--- src/rtl/bot_fifo_pkg.sv ---
// Shared constants for the bot update FIFO: register map, bit positions, defaults.
package bot_fifo_pkg;

    localparam int unsigned DEPTH_DEFAULT = 8;

    // Wishbone register offsets (decoded from wb_adr_i[7:0])
    localparam logic [7:0] ADDR_DATA   = 8'h00;
    localparam logic [7:0] ADDR_STATUS = 8'h04;
    localparam logic [7:0] ADDR_CTRL   = 8'h08;
    localparam logic [7:0] ADDR_DROPS  = 8'h0C;

    // STATUS bit positions
    localparam int unsigned STAT_EMPTY_BIT = 0;
    localparam int unsigned STAT_FULL_BIT  = 1;
    localparam int unsigned STAT_OVF_BIT   = 2;

    // CTRL bit positions
    localparam int unsigned CTRL_CLR_BIT   = 0;
    localparam int unsigned CTRL_FLUSH_BIT = 1;

    // Build the STATUS word from its fields
    function automatic logic [31:0] pack_status(input logic [7:0] cnt,
                                                input logic ovf,
                                                input logic full,
                                                input logic empty);
        pack_status = {16'h0000, cnt, 5'b00000, ovf, full, empty};
    endfunction

endpackage

--- src/rtl/bot_update_ram.sv ---
// DEPTH x 32 storage: synchronous write port, asynchronous read port, no reset.
module bot_update_ram
    import bot_fifo_pkg::*;
#(
    parameter int unsigned DEPTH = DEPTH_DEFAULT,
    parameter int unsigned AW    = $clog2(DEPTH)
) (
    input  logic          clk,
    input  logic          we,
    input  logic [AW-1:0] waddr,
    input  logic [31:0]   wdata,
    input  logic [AW-1:0] raddr,
    output logic [31:0]   rdata
);

    logic [31:0] mem_q [DEPTH];

    // Write the snapshot word into the addressed slot
    always_ff @(posedge clk) begin
        if (we) begin
            mem_q[waddr] <= wdata;
        end
    end

    assign rdata = mem_q[raddr];

endmodule

--- src/rtl/bot_update_fifo.sv ---
// Bot register-update snapshot FIFO with a Wishbone slave and level interrupt.
module bot_update_fifo
    import bot_fifo_pkg::*;
#(
    parameter int unsigned DEPTH      = DEPTH_DEFAULT,
    parameter int unsigned IRQ_THRESH = 1
) (
    input  logic        clk,
    input  logic        reset,
    input  logic        upd_sysregs,
    input  logic [31:0] bot_info,
    input  logic [31:0] wb_adr_i,
    input  logic [31:0] wb_dat_i,
    input  logic [3:0]  wb_sel_i,
    input  logic        wb_we_i,
    input  logic        wb_cyc_i,
    input  logic        wb_stb_i,
    output logic [31:0] wb_dat_o,
    output logic        wb_ack_o,
    output logic        wb_err_o,
    output logic        irq
);

    localparam int unsigned AW = $clog2(DEPTH);
    localparam int unsigned CW = AW + 1;
    localparam logic [AW-1:0] PTR_ONE = AW'(1);
    localparam logic [CW-1:0] CNT_ONE = CW'(1);
    localparam logic [CW-1:0] CNT_MAX = CW'(DEPTH);
    localparam logic [CW-1:0] CNT_IRQ = CW'(IRQ_THRESH);

    logic [AW-1:0] wr_ptr_q, wr_ptr_d, rd_ptr_q, rd_ptr_d;
    logic [CW-1:0] count_q, count_d;
    logic          ovf_q, ovf_d;
    logic [7:0]    drop_q, drop_d;
    logic          upd_prev_q, upd_prev_d;
    logic          ack_q, ack_d;
    logic [31:0]   dat_q, dat_d;
    logic          irq_q, irq_d;

    logic          empty_s, full_s, acc_s, push_s, pop_s, push_ok_s, drop_s;
    logic          ctrl_wr_s, flush_s, clr_s, ram_we_s;
    logic [7:0]    adr_s;
    logic [7:0]    cnt8_s;
    logic [31:0]   ram_rdata_s;
    logic          unused_s;

    assign empty_s   = (count_q == {CW{1'b0}});
    assign full_s    = (count_q == CNT_MAX);
    assign adr_s     = wb_adr_i[7:0];
    assign cnt8_s    = 8'(count_q);
    // Access is serviced on the edge that raises ack
    assign acc_s     = wb_cyc_i & wb_stb_i & ~ack_q;
    assign push_s    = upd_sysregs & ~upd_prev_q;
    assign pop_s     = acc_s & ~wb_we_i & (adr_s == ADDR_DATA) & ~empty_s;
    assign ctrl_wr_s = acc_s & wb_we_i & wb_sel_i[0] & (adr_s == ADDR_CTRL);
    assign flush_s   = ctrl_wr_s & wb_dat_i[CTRL_FLUSH_BIT];
    assign clr_s     = ctrl_wr_s & wb_dat_i[CTRL_CLR_BIT];
    // A full FIFO still accepts a push when a pop frees a slot on the same edge
    assign push_ok_s = push_s & (~full_s | pop_s) & ~flush_s;
    assign drop_s    = push_s & full_s & ~pop_s & ~flush_s;
    assign ram_we_s  = push_ok_s;
    assign unused_s  = ^{wb_adr_i[31:8], wb_sel_i[3:1], wb_dat_i[31:2]};

    bot_update_ram #(.DEPTH(DEPTH), .AW(AW)) u_ram (
        .clk   (clk),
        .we    (ram_we_s),
        .waddr (wr_ptr_q),
        .wdata (bot_info),
        .raddr (rd_ptr_q),
        .rdata (ram_rdata_s)
    );

    // Next-state for pointers, count, overflow and drop counter
    always_comb begin
        wr_ptr_d   = wr_ptr_q;
        rd_ptr_d   = rd_ptr_q;
        count_d    = count_q;
        ovf_d      = ovf_q;
        drop_d     = drop_q;
        upd_prev_d = upd_sysregs;
        if (flush_s) begin
            wr_ptr_d = {AW{1'b0}};
            rd_ptr_d = {AW{1'b0}};
            count_d  = {CW{1'b0}};
        end else begin
            if (push_ok_s) begin
                wr_ptr_d = wr_ptr_q + PTR_ONE;
            end else begin
                wr_ptr_d = wr_ptr_q;
            end
            if (pop_s) begin
                rd_ptr_d = rd_ptr_q + PTR_ONE;
            end else begin
                rd_ptr_d = rd_ptr_q;
            end
            case ({push_ok_s, pop_s})
                2'b10:   count_d = count_q + CNT_ONE;
                2'b01:   count_d = count_q - CNT_ONE;
                default: count_d = count_q;
            endcase
        end
        if (clr_s) begin
            ovf_d  = 1'b0;
            drop_d = 8'h00;
        end else if (drop_s) begin
            ovf_d = 1'b1;
            if (drop_q != 8'hFF) begin
                drop_d = drop_q + 8'h01;
            end else begin
                drop_d = drop_q;
            end
        end else begin
            ovf_d  = ovf_q;
            drop_d = drop_q;
        end
    end

    // Next-state for Wishbone response and interrupt
    always_comb begin
        ack_d = wb_cyc_i & wb_stb_i & ~ack_q;
        dat_d = dat_q;
        if (acc_s && !wb_we_i) begin
            case (adr_s)
                ADDR_DATA:   dat_d = empty_s ? 32'h0000_0000 : ram_rdata_s;
                ADDR_STATUS: dat_d = pack_status(cnt8_s, ovf_q, full_s, empty_s);
                ADDR_CTRL:   dat_d = 32'h0000_0000;
                ADDR_DROPS:  dat_d = {24'h00_0000, drop_q};
                default:     dat_d = 32'h0000_0000;
            endcase
        end else begin
            dat_d = dat_q;
        end
        irq_d = (count_d >= CNT_IRQ) | ovf_d;
    end

    // State registers, cleared asynchronously by reset
    always_ff @(posedge clk or posedge reset) begin
        if (reset) begin
            wr_ptr_q   <= {AW{1'b0}};
            rd_ptr_q   <= {AW{1'b0}};
            count_q    <= {CW{1'b0}};
            ovf_q      <= 1'b0;
            drop_q     <= 8'h00;
            upd_prev_q <= 1'b0;
            ack_q      <= 1'b0;
            dat_q      <= 32'h0000_0000;
            irq_q      <= 1'b0;
        end else begin
            wr_ptr_q   <= wr_ptr_d;
            rd_ptr_q   <= rd_ptr_d;
            count_q    <= count_d;
            ovf_q      <= ovf_d;
            drop_q     <= drop_d;
            upd_prev_q <= upd_prev_d;
            ack_q      <= ack_d;
            dat_q      <= dat_d;
            irq_q      <= irq_d;
        end
    end

    assign wb_dat_o = dat_q;
    assign wb_ack_o = ack_q;
    assign wb_err_o = 1'b0;
    assign irq      = irq_q;

endmodule

--- config.mk ---
export PLATFORM = sky130hd
export DESIGN_NAME = bot_update_fifo
export DESIGN_NICKNAME = d
export VERILOG_FILES = /design/src/rtl/bot_fifo_pkg.sv /design/src/rtl/bot_update_ram.sv /design/src/rtl/bot_update_fifo.sv
export SDC_FILE = /design/constraint.sdc
export NUM_CORES = 1
export LEC_CHECK = 0
export ABC_AREA = 1
export CORE_MARGIN = 2
export CORE_UTILIZATION = 30
export CTS_BUF_LIST = sky130_fd_sc_hd__clkbuf_16
export DETAILED_ROUTE_END_ITERATION = 7
export GPL_ROUTABILITY_DRIVEN = 0
export SKIP_LAST_GASP = 1
export SLEW_MARGIN = 20
export SYNTH_ARGS = -nofsm -noshare
export SYNTH_HDL_FRONTEND = slang
export SYNTH_HIERARCHICAL = 1
export SYNTH_SLANG_ARGS = --single-unit
--- constraint.sdc ---
create_clock -name clk -period 3.8 [get_ports clk]
set_clock_uncertainty 0.05 [all_clocks]
set_input_delay 0.76 -clock clk [delete_from_list [all_inputs] [get_ports clk]]
set_output_delay 0.76 -clock clk [all_outputs]
set_load 0.02 [all_outputs]
**Word-level counts from Yosys, hierarchy flattened**

Memory sizes are Yosys's and may differ from the RTL's.
Index checks and enable logic that the tools add are counted.

- Register bits after elaboration: 54
- Bits in latches: 0
- Bits in writable memories: 256
- Memory bits (read-only): 0
- Input port bits: 106
- Output and inout bits: 35
- Memories kept: 1

Memories:

| memory | words | bits a word | read ports | clocked after Yosys merged registers in | write ports | RTL line | source |
|---|---|---|---|---|---|---|---|
| u_ram.mem_q | 8 | 32 | 1 | 0 | 1 | bot_update_ram.sv:16 | `logic [31:0] mem_q [DEPTH];` |

- $add $sub $neg: 5
- $mul: 0
- Divide/modulo/power cells: 0
- Magnitude comparators: 1
- Eq/ne operators: 7
- Shift-type cells: 0
- Muxes and demuxes: 15
- Bitwise operators: 25
- Reduce and logical (&&, ||, !) cells: 9

Operators with widths:

| cell | count |
|---|---|
| 32-bit one-hot mux with 3 select lines | 1 |
| 32-bit two-way mux | 1 |
| 8-bit two-way mux | 3 |
| 1-bit AND | 16 |
| 8-bit by 4-bit equality test with 1-bit output (second input constant) | 2 |
| 3-bit two-way mux | 4 |
| 8-bit by 1-bit adder with 8-bit output (second input constant) | 1 |
| 8-bit by 3-bit equality test with 1-bit output (second input constant) | 1 |
| 8-bit logical NOT | 1 |
| 8-bit inequality test (second input constant) | 1 |
| 4-bit one-hot mux with 2 select lines | 1 |
| 2-bit nonzero test | 4 |
| 1-bit inverter | 7 |
| 3-bit by 1-bit adder with 3-bit output (second input constant) | 2 |
| 4-bit by 1-bit adder with 4-bit output (second input constant) | 1 |
| 4-bit equality test (second input constant) | 1 |
| 4-bit by 1-bit greater-or-equal comparator with 1-bit output (second input constant) | 1 |
| 4-bit logical NOT | 1 |
| 1-bit two-way mux | 4 |
| 4-bit two-way mux | 1 |
| 4-bit by 1-bit subtractor with 4-bit output (second input constant) | 1 |
| 2-bit by 1-bit equality test with 1-bit output (second input constant) | 1 |
| 2-bit equality test (second input constant) | 1 |
| 1-bit bitwise OR | 2 |
| other kinds (3) | 3 |

**Logic depth before layout (Yosys ltp)**

- Depth after elaboration: 13
- Gate-level depth with buffers: 21
- Mapped depth without buffers: 21

**By module**

The synthesis kept the hierarchy.

Modules (own cells, without submodules):

| module | instances | cells an instance | area an instance (sq um) |
|---|---|---|---|
| bot_update_ram | 1 | 1124 | 11232.0 |
| bot_update_fifo | 1 | 341 | 2911.5 |

**Worst setup path after synthesis**

Ideal clock, no wire load.

- Path kind: input to register
- From: input wb_adr_i[7]
- To: memory u_ram.mem_q[1][0], enable pin
- Arrival time: 2966 ps
- Data required time: 3329 ps
- Setup slack: 363 ps
- Stages: 9
- Buffers on the path: 0
- Path through: nor2_1 > nand2_2 > nor2_4 > nand2_1 > nand2_2 > nand2_4 > nor2_4 > nand2_1 > nor2_1

- Longest elaborated chain between the ends: 8
- Elaborated cells on any way between the ends: 12

RTL lines:

| what | RTL line | source |
|---|---|---|
| start, declared | bot_update_fifo.sv:12 | `input logic [31:0] wb_adr_i,` |
| 8-bit logical NOT | bot_update_fifo.sv:54 | `assign pop_s = acc_s & ~wb_we_i & (adr_s == ADDR_DATA) & ~empty_s;` |
| 1-bit AND (2 in a row) | bot_update_fifo.sv:54 |  |
| 1-bit bitwise OR | bot_update_fifo.sv:59 | `assign push_ok_s = push_s & (~full_s \| pop_s) & ~flush_s;` |
| 1-bit AND | bot_update_fifo.sv:59 |  |
| 1-bit AND (*) | bot_update_fifo.sv:59 |  |
| via push_ok_s | bot_update_fifo.sv:40 | `logic empty_s, full_s, acc_s, push_s, pop_s, push_ok_s, drop_s;` |
| 1-bit two-way mux (*) | bot_update_ram.sv:20 | `if (we) begin` |
| 1-bit two-way mux (implied by the code) (*) | bot_update_ram.sv:21 | `mem_q[waddr] <= wdata;` |
| end, declared | bot_update_ram.sv:16 |  |

Mark *: on every way through the listed nets, which the timed path passes. The rest lies on a longest branch.

**Worst setup path in the final report**

- From: input wb_stb_i
- To: register irq_q, in the netlist irq

- Longest elaborated chain between the ends: 13
- Elaborated cells on any way between the ends: 25

RTL lines:

| what | RTL line | source |
|---|---|---|
| start, declared | bot_update_fifo.sv:17 | `input logic wb_stb_i,` |
| 1-bit AND (*) (2 in a row) | bot_update_fifo.sv:52 | `assign acc_s = wb_cyc_i & wb_stb_i & ~ack_q;` |
| via acc_s | bot_update_fifo.sv:40 |  |
| 1-bit AND, on equally long branches (3 in a row) | bot_update_fifo.sv:54, bot_update_fifo.sv:55 |  |
| 1-bit bitwise OR or 1-bit AND (tied branches) | bot_update_fifo.sv:59, bot_update_fifo.sv:56 |  |
| 1-bit AND or 1-bit inverter (tied branches) | bot_update_fifo.sv:59 |  |
| 1-bit AND (*) | bot_update_fifo.sv:59 |  |
| via push_ok_s | bot_update_fifo.sv:40 |  |
| 2-bit by 1-bit equality test with 1-bit output or 2-bit equality test (tied branches) | bot_update_fifo.sv:96 | `case ({push_ok_s, pop_s})` |
| 4-bit one-hot mux with 2 select lines (*) | bot_update_fifo.sv:96 |  |
| 4-bit two-way mux (*) | bot_update_fifo.sv:81 | `if (flush_s) begin` |
| 4-bit by 1-bit greater-or-equal comparator with 1-bit output (*) | bot_update_fifo.sv:133 | `irq_d = (count_d >= CNT_IRQ) \| ovf_d;` |
| 1-bit bitwise OR (*) | bot_update_fifo.sv:133 |  |
| via irq_d | bot_update_fifo.sv:38 | `logic irq_q, irq_d;` |
| end signal, assigned | bot_update_fifo.sv:157 | `irq_q <= irq_d;` |
| end, declared | bot_update_fifo.sv:38 |  |

Marked as above.
A chain may end at the register's enable or synchronous reset.

==> results by group <==
Die
  • I/O pin total: 141
  • Initial Util: 0.304
  • # rows: 79
  • Die width: 221 microns
  • Die Span Y: 221 microns
  • Total Die Area: 48900 sq um
  • Core area: 46600 sq um

Timing
  • Fin Setup TNS: 0 ns
  • Fmax: 0.323 GHz
  • Final worst slack: 0.703 ns
  • Slew Viols, Final: 0
  • Slew @ Worst Pin: 1.09 ns
  • Final period utilization: 0.815
  • RSZ-0062 raised after global routing: false
  • Max transition margin: 0.266
  • Setup Viol. Count Final: 0
  • Tmin final: 3.10 ns
  • Final Hold Fails: 0

Pwr
  • LEAKAGE: 7.62 nW
  • Power consumption: 8.08 mW
  • Worst vdd ir: 0.000268 V
  • Pwr/cell area: 480 nW/um^2

Synthesis
  • Post-synth top area share: 0.544
  • Post-Syn Instances: 1465
  • Post-Syn Area per Cell: 9.65 sq um
  • Post-Syn Nets: 1577
  • Cell area after synthesis: 14100 sq um
  • Yosys reg bits: 310
  • Ys Warns: 6
  • Largest cells by area after synthesis: edfxtp_1 (54%), nand2_1 (13%), dfrtp_1 (9.6%), inv_1 (7.8%), nand3_1 (6.1%)
  • Cell accounting for the most synthesized area: edfxtp_1
  • Post-synthesis sequential area ratio: 0.639
  • Cell variety after synth: 40

Route
  • Drt drc: 0
  • Via Count: 9663
  • First-pass DRT Iterations: 6
  • Via density: 4.42
  • Detailed Route Iter0 Violations: 821
  • Final ANT Viol Nets: 0
  • Wire per inst: 15.1 microns
  • DRT Wirelength: 33.0 mm

Worst setup path
  • Critical-path cell list: clkdlybuf4s50_1 -> nand2_1 -> nor2_2 -> nand2_1 -> nor2_2 -> nand2_1 -> nor2_2 -> nor2_4 -> inv_2 -> ha_1 -> nor2_1 -> nor2_1 -> ha_1 -> nor2_1 -> a21oi_1 -> o21ai_1 -> nand2_1 -> a21oi_1 -> nand2_1
  • Crit path launch type: input pin
  • Critical-path top delay cell: clkdlybuf4s50_1
  • CP arrival: 3.46 ns
  • Worst Path Required: 4.16 ns
  • Most used cell, CP: nand2_1
  • Setup Crit Path Kind: in -> reg
  • Critical Path Fanout Max: 5
  • Max incr delay on CP: 0.50 ns
  • Nature of the critical path endpoint: register
  • Worst reg2reg path depth: 11

Place
  • Cells after DPL: 2123
  • Port Buffers: 82
  • Pre-CTS WS: 0.206 ns
  • DP Area: 15700 sq um
  • Post-DP HPWL: 19.1 mm

Final layout
  • Area added between synthesis and finish: 19.0%
  • Share of post-route cells with drive strength above 1: 0.0778
  • Commonest cells after routing, fill and taps aside: nand2_1 (508), inv_1 (303), edfxtp_1 (256)
  • Final Non-Filler Cells: 2188
  • Most common cell after layout, fill and taps aside: nand2_1
  • Net count, final: 1665
  • Finished Cell Area: 16800 sq um

Clocking
  • Cts hold-fix bufs: 0
  • Worst skew pair latency: 0.53 ns
  • CTS Buffer Depth: 3
  • CTS tree: done
  • PostCTS Resize Cnt: 0
  • H-tree Lvls: 2
  • Post-CTS setup buffer count: 0
  • Reg clk slew, reported paths: 0.06 ns
  • CTS Sinks: 310
  • CTS root buffer: clkbuf_16
  • Clock buffer count from CTS: 35

Global routing
  • Total global-route track usage: 0.134
  • Remaining Overflow, GRT: 0
  • Met1 global-route usage: 0.173
  • Met3 Usage GRT: 0.0288
  • Met2 GRT Util: 0.221
  • Vias in the first global route: 9403
  • Initial antenna violation count: 4
  • Most used routing layer: met2
  • First-pass GRT wire length: 51.4 mm
  • Pin count of the biggest net entering global routing: 87

Run
  • Max_cap viols: 0

Status
  • Outcome: finished, final reports clean

Worst hold path
  • Hold path cells: 2
  • Hold Crit Class: reg -> reg
==> metrics by stage <==
stage	util	hold WS, ns
detailed placement	0.337	0.419
finish	0.362	0.428
global placement	0.337	0.414
CTS	0.361	0.434
floorplan	-	0.447
global route	0.362	0.459
==> state kept, by name (all words and copies together) (netlist names) <==
signal / flops
upd_prev_q: 1
drop_q: 8
irq: 1
rd_ptr_q: 3
count_q: 4
wb_dat_o: 32
wb_ack_o: 1
ovf_q: 1
u_ram/mem_q: 256
wr_ptr_q: 3
==> layout make-up <==
type,count,area [sq um]
Fill cell,4507,29700
Sequential cell,310,9040
Multi-Input combinational cell,793,3650
Inverter,304,1140
Timing Repair Buffer,109,1100
Clock buffer,36,901
Tap cell,607,759
Clock inverter,28,235
Antenna cell,1,2.50
==> cells in the mapped netlist <==
cell / instances
nor2_1: 21
o211ai_1: 2
nand2_1: 508
inv_4: 1
nand3_1: 171
conb_1: 1
and3_1: 1
nand2_4: 2
nand3b_2: 1
nand4_1: 3
xor2_1: 2
inv_2: 8
buf_4: 7
nor3_2: 1
a21oi_1: 7
nand3_2: 5
nand3_4: 1
buf_1: 6
clkbuf_1: 10
a21o_1: 1
nor2_2: 7
xnor2_1: 3
a22o_1: 20
o21ai_1: 1
nand4_4: 1
or2_2: 3
inv_1: 294
nand2_2: 4
nand3b_1: 1
nor3_1: 1
edfxtp_1: 256
clkinv_1: 1
o21ai_0: 13
dfrtp_1: 54
o31ai_1: 1
buf_2: 21
o21ai_2: 1
nor2_4: 4
buf_6: 14
ha_1: 6
==> path summary, 6_finish.rpt <==
kind	endpoint	startpoint	slack, ns
max	irq$_DFF_PP0_	wb_stb_i	0.70
min	wb_dat_o[2]$_DFFE_PP0N_	wb_dat_o[2]$_DFFE_PP0N_	0.43
max reg2reg	wb_dat_o[10]$_DFFE_PP0N_	rd_ptr_q[0]$_DFFE_PP0P_	0.91
min reg2reg	wb_dat_o[2]$_DFFE_PP0N_	wb_dat_o[2]$_DFFE_PP0N_	0.43
max in group asynchronous	drop_q[4]$_DFFE_PP0P_	reset	2.43
min in group asynchronous	irq$_DFF_PP0_	reset	0.58
==> kinds of logic after synthesis <==
group | synth area share
AO/OA/AOI/OAI | 0.0226
XOR/XNOR | 0.00310
adder cells (fa/ha/maj) | 0.00531
buffers and inverters | 0.107
flip-flops | 0.639
other | 0.000265
AND/OR/NAND/NOR | 0.222
==> power by group <==
group          total (mW)  leakage, nW  switching, mW  internal (mW)
Combinational       0.769         3.99          0.518          0.251
Clock                3.31        0.598           1.32           1.99
Sequential           4.00         3.03         0.0973           3.90
==> worst max-delay path, delay by kind of cell <==
family,cells,cell delay [ns]
and+or+nand+nor,12,1.23
buffers and inverters,2,0.59
adders and majority gates,2,0.51
AOI/OAI and AO/OA,3,0.35
==> per-layer routing <==
metal,vias to the layer above,share of wire
li1,4783,-
met2,235,0.46
met4,6,0.030
met1,4572,0.44
met3,67,0.061
met5,-,0.0012
Power figures use the tool's default switching activity.
